$ cat config.mk
export PLATFORM = sky130hd
export DESIGN_NAME = arb_buffer
export DESIGN_NICKNAME = d
export VERILOG_FILES = /design/src/rtl/arb_buffer.sv
export SDC_FILE = /design/constraint.sdc
export NUM_CORES = 1
export LEC_CHECK = 0
export BUFFER_PORTS_ARGS = -buffer_cell sky130_fd_sc_hd__buf_2
export CORE_MARGIN = 2
export CORE_UTILIZATION = 39
export CTS_BUF_LIST = sky130_fd_sc_hd__clkbuf_2 sky130_fd_sc_hd__clkbuf_4 sky130_fd_sc_hd__clkbuf_8
export DETAILED_ROUTE_END_ITERATION = 12
export SKIP_LAST_GASP = 1
export SYNTH_ARGS = -nofsm -noshare
export SYNTH_HDL_FRONTEND = slang
export SYNTH_SLANG_ARGS = --single-unit
$ cat constraint.sdc
create_clock -name clk -period 14.7 [get_ports clk]
set_input_delay 2.205 -clock clk [delete_from_list [all_inputs] [get_ports clk]]
set_output_delay 2.205 -clock clk [all_outputs]
set_load 0.05 [all_outputs]
$ cat src/rtl/arb_buffer.sv
// -----------------------------------------------------------------------------
// arb_buffer
//
// Arbitrates NUM_CH producer channels into a single show-ahead FIFO of DEPTH
// words and presents the registered head word to one consumer.
//
// Configuration macro:
//   ARB_BUFFER_FIXED_PRIO_EN  defined   -> fixed priority, lowest offering
//                                          channel wins, no rr_ptr
//                             undefined -> round-robin arbitration (default)
//
// Ports:
//   clk       in   rising-edge clock
//   reset     in   synchronous, active-high reset
//   in_data   in   NUM_CH words, channel i at [i*DATA_W +: DATA_W];
//                  bit DATA_W-1 of each word is its valid/offer flag
//   ready     out  one-hot (or zero) accept strobe per channel
//   in_ready  in   consumer accepts out_data this cycle
//   out_data  out  registered FIFO head, all zeros when empty
//   count     out  current occupancy, 0..DEPTH
// -----------------------------------------------------------------------------
module arb_buffer #(
    parameter int NUM_CH = 4,
    parameter int DATA_W = 35,
    parameter int DEPTH  = 8
) (
    input  logic                       clk,
    input  logic                       reset,
    input  logic [NUM_CH*DATA_W-1:0]   in_data,
    output logic [NUM_CH-1:0]          ready,
    input  logic                       in_ready,
    output logic [DATA_W-1:0]          out_data,
    output logic [$clog2(DEPTH+1)-1:0] count
);

    localparam int CH_W  = $clog2(NUM_CH);
    localparam int PTR_W = $clog2(DEPTH);
    localparam int CNT_W = $clog2(DEPTH+1);

    logic [DATA_W-1:0] chan_word [NUM_CH];
    logic [NUM_CH-1:0] offer;

    for (genvar i = 0; i < NUM_CH; i++) begin : g_chan
        assign chan_word[i] = in_data[i*DATA_W +: DATA_W];
        assign offer[i]     = in_data[i*DATA_W + DATA_W - 1];
    end

    logic [DATA_W-1:0] mem_q [DEPTH];
    logic [PTR_W-1:0]  wr_ptr_q, wr_ptr_d;
    logic [PTR_W-1:0]  rd_ptr_q, rd_ptr_d;
    logic [CNT_W-1:0]  count_q, count_d;
    logic [DATA_W-1:0] out_data_q, out_data_d;

    logic [CH_W-1:0]   grant_idx;
    logic              grant_vld;
    logic              full;
    logic              push;
    logic              pop;
    logic [DATA_W-1:0] push_word;

`ifdef ARB_BUFFER_FIXED_PRIO_EN
    // Descending scan so the lowest-index offering channel is written last.
    always_comb begin
        // NOTE: every always_comb output gets a default first so no path can
        // leave it unassigned and infer a latch.
        grant_vld = 1'b0;
        grant_idx = '0;
        for (int i = NUM_CH - 1; i >= 0; i--) begin
            if (offer[CH_W'(i)]) begin
                grant_vld = 1'b1;
                grant_idx = CH_W'(i);
            end
        end
    end
`else
    logic [CH_W-1:0] rr_ptr_q, rr_ptr_d;

    // Cyclic scan starting at rr_ptr; iterating from the farthest offset down
    // lets the nearest offering channel overwrite the others.
    always_comb begin
        int idx;
        grant_vld = 1'b0;
        grant_idx = '0;
        idx       = 0;
        for (int k = NUM_CH - 1; k >= 0; k--) begin
            idx = int'(rr_ptr_q) + k;
            if (idx >= NUM_CH) idx = idx - NUM_CH;
            if (offer[CH_W'(idx)]) begin
                grant_vld = 1'b1;
                grant_idx = CH_W'(idx);
            end
        end
    end

    always_comb begin
        rr_ptr_d = rr_ptr_q;
        if (push) begin
            rr_ptr_d = (grant_idx == CH_W'(NUM_CH - 1)) ? '0 : grant_idx + CH_W'(1);
        end
    end

    always_ff @(posedge clk) begin
        if (reset) rr_ptr_q <= '0;
        else       rr_ptr_q <= rr_ptr_d;
    end
`endif

    // Full blocks pushes regardless of a same-cycle pop, so ready never
    // depends on in_ready. Reset gating keeps ready low while state clears.
    assign full      = (count_q == CNT_W'(DEPTH));
    assign push      = grant_vld && !full && !reset;
    assign ready     = push ? (NUM_CH'(1) << grant_idx) : '0;
    assign push_word = chan_word[grant_idx];
    assign pop       = out_data_q[DATA_W-1] && in_ready;

    always_comb begin
        wr_ptr_d = push ? wr_ptr_q + PTR_W'(1) : wr_ptr_q;
        rd_ptr_d = pop  ? rd_ptr_q + PTR_W'(1) : rd_ptr_q;

        count_d = count_q;
        if (push && !pop)      count_d = count_q + CNT_W'(1);
        else if (!push && pop) count_d = count_q - CNT_W'(1);

        // Next head: nothing when empty; the word being written when the new
        // read pointer lands on the write slot (push into empty, or pop of
        // the last word with a simultaneous push); otherwise stored data.
        if (count_d == '0)
            out_data_d = '0;
        else if (push && (rd_ptr_d == wr_ptr_q))
            out_data_d = push_word;
        else
            out_data_d = mem_q[rd_ptr_d];
    end

    always_ff @(posedge clk) begin
        // NOTE: sequential state uses non-blocking assignments so every flop
        // samples pre-edge values regardless of statement order.
        if (reset) begin
            wr_ptr_q   <= '0;
            rd_ptr_q   <= '0;
            count_q    <= '0;
            out_data_q <= '0;
        end else begin
            wr_ptr_q   <= wr_ptr_d;
            rd_ptr_q   <= rd_ptr_d;
            count_q    <= count_d;
            out_data_q <= out_data_d;
        end
    end

    // NOTE: storage is not reset; count and pointers define which entries are
    // live, so stale contents are never observed.
    always_ff @(posedge clk) begin
        if (push) mem_q[wr_ptr_q] <= push_word;
    end

    assign out_data = out_data_q;
    assign count    = count_q;

endmodule

==> tab_implementation.tex <==
\begin{tabular}{lr}
\hline
Metric & Value \\
\hline
\multicolumn{2}{l}{\textbf{Finish}} \\
\quad Area growth from synthesis to layout & 18.1\% \\
\quad Diode count & 0 \\
\quad Count of filler cells inserted in the layout & between 3000 and 4000 \\
\quad Number of nets in the layout & around 1300 \\
\quad Layout cell share with drive strength beyond 1 & between 30\% and 40\% \\
\multicolumn{2}{l}{\textbf{Critical path}} \\
\quad Reg-to-Reg End & mem\_q[6][13] \\
\quad Arrival time reported for the critical path endpoint & 4.52 ns \\
\quad Worst reg2reg startpoint & count[0] \\
\quad Category of the worst setup path capture point & primary output \\
\quad Worst r2r path cells & 7 \\
\quad CP max stage cell & buf\_4 \\
\quad Crit-path most repeated cell & buf\_2 \\
\quad Element type at the critical path start & input pin \\
\quad Crit Path Category & in -> out \\
\quad Chain of cells forming the critical path & buf\_2 > a21o\_1 > a21oi\_1 > o22a\_4 > buf\_4 > ha\_1 > and2\_1 > buf\_2 \\
\quad R2R Setup Slk & about 11 ns \\
\quad Required @ worst endpoint & 12.49 ns \\
\quad Crit path max fanout & 49 \\
\quad Worst path max stage delay & 0.76 ns \\
\multicolumn{2}{l}{\textbf{Power and ir drop}} \\
\quad Ratio of total power to cell area & 176 nW/um\^{}2 \\
\quad Peak VDD IR & between 0.0001 and 0.00015 V \\
\quad Leakage & 6.38 nW \\
\multicolumn{2}{l}{\textbf{Placement}} \\
\quad Weighted congestion at the end of routability-driven global placement & roughly 0.7 \\
\quad Number of input and output port buffers inserted & approximately 190 \\
\quad Detailed Place HPWL & approximately 18000 um \\
\multicolumn{2}{l}{\textbf{Yosys}} \\
\quad Post-Syn Nets & 1123 \\
\quad Number of synthesized flops with an enable pin & 280 \\
\quad Synthesized-area fraction occupied by adder cells & less than 1\% \\
\quad Number of unique standard cell types used by synthesis & 45 \\
\quad Dominant combinational cell family by area after synthesis & multiplexers \\
\quad Number of flip-flops and latches in the synthesized netlist & roughly 330 \\
\quad Commonest cells post-synth & edfxtp\_1, nand2\_1, mux2i\_1, a32oi\_1, dfxtp\_1 \\
\quad Share of synthesized area occupied by flip-flops and latches & between 60\% and 70\% \\
\quad Top area cells in the synthesized netlist & edfxtp\_1, mux2i\_1, dfxtp\_1 \\
\quad Average footprint of a synthesized cell & roughly 14 sq um \\
\quad Synth Area in Simple Gates & 5.94\% \\
\quad Multiplexer share of the synthesized area & 13.0\% \\
\quad Post-synth top flop & edfxtp\_1 \\
\quad Share of the synthesized netlist area taken by xor and xnor gates & less than 1\% \\
\quad Mapped Area & 14000 sq um \\
\quad Most instantiated library cell after synthesis & edfxtp\_1 \\
\quad Async S/R FF share, synth & 0\% \\
\quad Cell type contributing the most total cell area after synthesis & edfxtp\_1 \\
\quad Share of Yosys cell area claimed by the top area cell type & about three fifths \\
\quad Area fraction in compound gates after synthesis & around 9.3\% \\
\quad Yosys warns & 0 \\
\quad Gate Count Post-Synth & slightly below 1000 \\
\multicolumn{2}{l}{\textbf{Routing}} \\
\quad Total DRC errors in the routed layout & 0 \\
\quad Average wire length per cell after detail routing & around 19 um \\
\quad DRT Pass-1 Iters & 5 \\
\quad Iter 0 DRT Violations & around 520 \\
\quad Total routed wirelength & approximately 32000 um \\
\quad Number of vias in the routed layout & just under 9000 \\
\quad Antenna-violating nets left & 0 \\
\quad Routed vias/inst & approximately 5.2 \\
\multicolumn{2}{l}{\textbf{Global routing}} \\
\quad Initial antenna violation count & 1 \\
\quad Most Used Layer, Global Route & met2 \\
\quad Global-route wire length before repair & approximately 50000 um \\
\quad GRT Total Usage & between 10\% and 20\% \\
\quad Largest net degree at the start of global routing & between 70 and 80 \\
\quad Met1 track demand over resource in global routing & roughly 23\% \\
\quad Met2 global-route usage & 27.6\% \\
\quad Met3 routing resource usage after global routing & between 3 and 4\% \\
\quad Total overflow reported by the global router & 0 \\
\quad Number of global-route vias before repair & about 8600 \\
\multicolumn{2}{l}{\textbf{Worst hold path}} \\
\quad End point of the most critical hold path & rr\_ptr\_q[0] \\
\quad Worst hold-check path type & reg -> reg \\
\quad Hold Crit Depth & 2 \\
\quad Hold path start & rr\_ptr\_q[0] \\
\multicolumn{2}{l}{\textbf{CTS}} \\
\quad Post CTS Setup Buffer Count & 0 \\
\quad Master cell of the clock root buffer & clkbuf\_8 \\
\quad CTS tree & done \\
\quad Hold\_buf cts & 0 \\
\quad Largest buffer count on any clock path & 3 \\
\quad Count of clock tree sinks & roughly 330 \\
\quad Total CTS buffers & 53 \\
\quad Clock transition at the registers of the reported paths & 0.06 ns \\
\quad Clock latency of the later-clocked register in the worst-skew pair & $\sim$0.59 ns \\
\quad CTS H-Tree Depth & 2 \\
\quad Cts repair resizes & 0 \\
\multicolumn{2}{l}{\textbf{Die}} \\
\quad Row Count & 69 \\
\quad Std-Cell Core Area & between 30000 and 40000 sq um \\
\quad Vertical extent of the die & 193 um \\
\quad Top Ports & 186 \\
\quad DIE WIDTH & $\sim$190 um \\
\quad Overall die area & about 37000 sq um \\
\quad Initial standard-cell utilization of the core & between 30\% and 40\% \\
\multicolumn{2}{l}{\textbf{Timing}} \\
\quad Transition time of the tightest slew-check pin & 1.23 ns \\
\quad Fraction of the cycle the final worst path needs & approximately 46\% \\
\quad Final hold violation count & 0 \\
\quad Slew Viols, Final & 0 \\
\quad Max Fclk & between 100 and 150 MHz \\
\quad Final critical delay including setup and external delays & slightly below 7 ns \\
\quad Worst hold slack across all endpoints & 0.552 ns \\
\quad Post-route setup TNS & 0 ns \\
\quad Unrepaired setup endpoints after global routing & false \\
\quad Final-report setup violation count & 0 \\
\quad Clk\_skew & 0.0266 ns \\
\quad Max-slew headroom & 17.5\% \\
\multicolumn{2}{l}{\textbf{Flow run}} \\
\quad Total of max-cap violations & 0 \\
\multicolumn{2}{l}{\textbf{Outcome}} \\
\quad Result of the run & completed \\
\hline
\end{tabular}
==> layout make-up <==
class	instances	area [sq um]	share of cell area, %
Sequential cell	327	9350	56.7
Multi-Input combinational cell	538	4250	25.8
Timing Repair Buffer	204	1070	6.48
Clock buffer	76	940	5.70
Tap cell	461	577	3.50
Inverter	43	161	0.978
Clock inverter	23	150	0.910
==> layer usage <==
metal,wire (um),vias up
li1,-,4092
met1,14500,4290
met2,15200,237
met3,1580,47
met4,524,2
met5,15,-
==> cell families after synthesis <==
kind of cell / after synthesis
flops: 327
simple gates: 189
mux: 175
compound gates: 154
buf+inv: 107
xor+xnor: 11
fa+ha+maj: 9
==> registers in the layout, indices dropped and copies added (netlist names) <==
signal    count
out_data     35
rd_ptr_q      3
wr_ptr_q      3
count         4
mem_q       280
rr_ptr_q      2
==> metrics by stage <==
step / cells / util [%] / power [mW] / instance area [sq um] / worst slack (ns)
floorplan: 972 / - / 1.90 / 14000 / 7.70
global placement: 1573 / 43.5 / 2.13 / 15400 / 7.99
detailed placement: 1573 / 43.5 / 2.14 / 15400 / 7.92
CTS: 1672 / 46.6 / 2.93 / 16500 / 7.91
global route: 1672 / 46.6 / 3.04 / 16500 / 7.78
finish: 1672 / 46.6 / 2.90 / 16500 / 7.98
==> how the worst max path moves through the flow <==
| stage | depth (start not counted) | startpoint | endpoint |
|---|---|---|---|
| 2_1_floorplan | 4 | in_data[34] | mem_q[2][0] |
| 3_3_place_gp | 8 | in_data[34] | ready[2] |
| 3_5_place_dp | 10 | in_data[34] | ready[0] |
| 4_1_cts | 10 | in_data[34] | ready[0] |
| 5_1_grt | 8 | in_data[34] | ready[2] |
| 6_report | 8 | in_data[34] | ready[2] |
==> placed cells by master (no fill, tap or decap), types with 9 or more instances in the layout <==
| master | n |
|---|---|
| buf_4 | 19 |
| a32oi_1 | 68 |
| clkbuf_4 | 17 |
| dfxtp_1 | 47 |
| buf_2 | 185 |
| clkinv_1 | 10 |
| edfxtp_1 | 280 |
| nor2_1 | 13 |
| nand2_1 | 143 |
| inv_1 | 43 |
| mux2_2 | 35 |
| a211oi_2 | 29 |
| xnor2_1 | 9 |
| clkbuf_8 | 59 |
| a21oi_1 | 36 |
| mux2i_1 | 138 |
==> critical path: cells and delay by family <==
kind / cells / cell delay, ns
AO/OA/AOI/OAI: 3 / 0.77
AND/OR/NAND/NOR: 1 / 0.11
adder cells (fa/ha/maj): 1 / 0.26
buffers and inverters: 3 / 1.15
==> power breakdown <==
group / switching (mW) / total [mW] / internal, mW / leakage [nW]
Sequential: 0.0377 / 1.20 / 1.16 / 2.93
Clock: 0.354 / 0.787 / 0.433 / 0.577
Combinational: 0.639 / 0.909 / 0.270 / 2.88
Power figures use the tool's default switching activity.
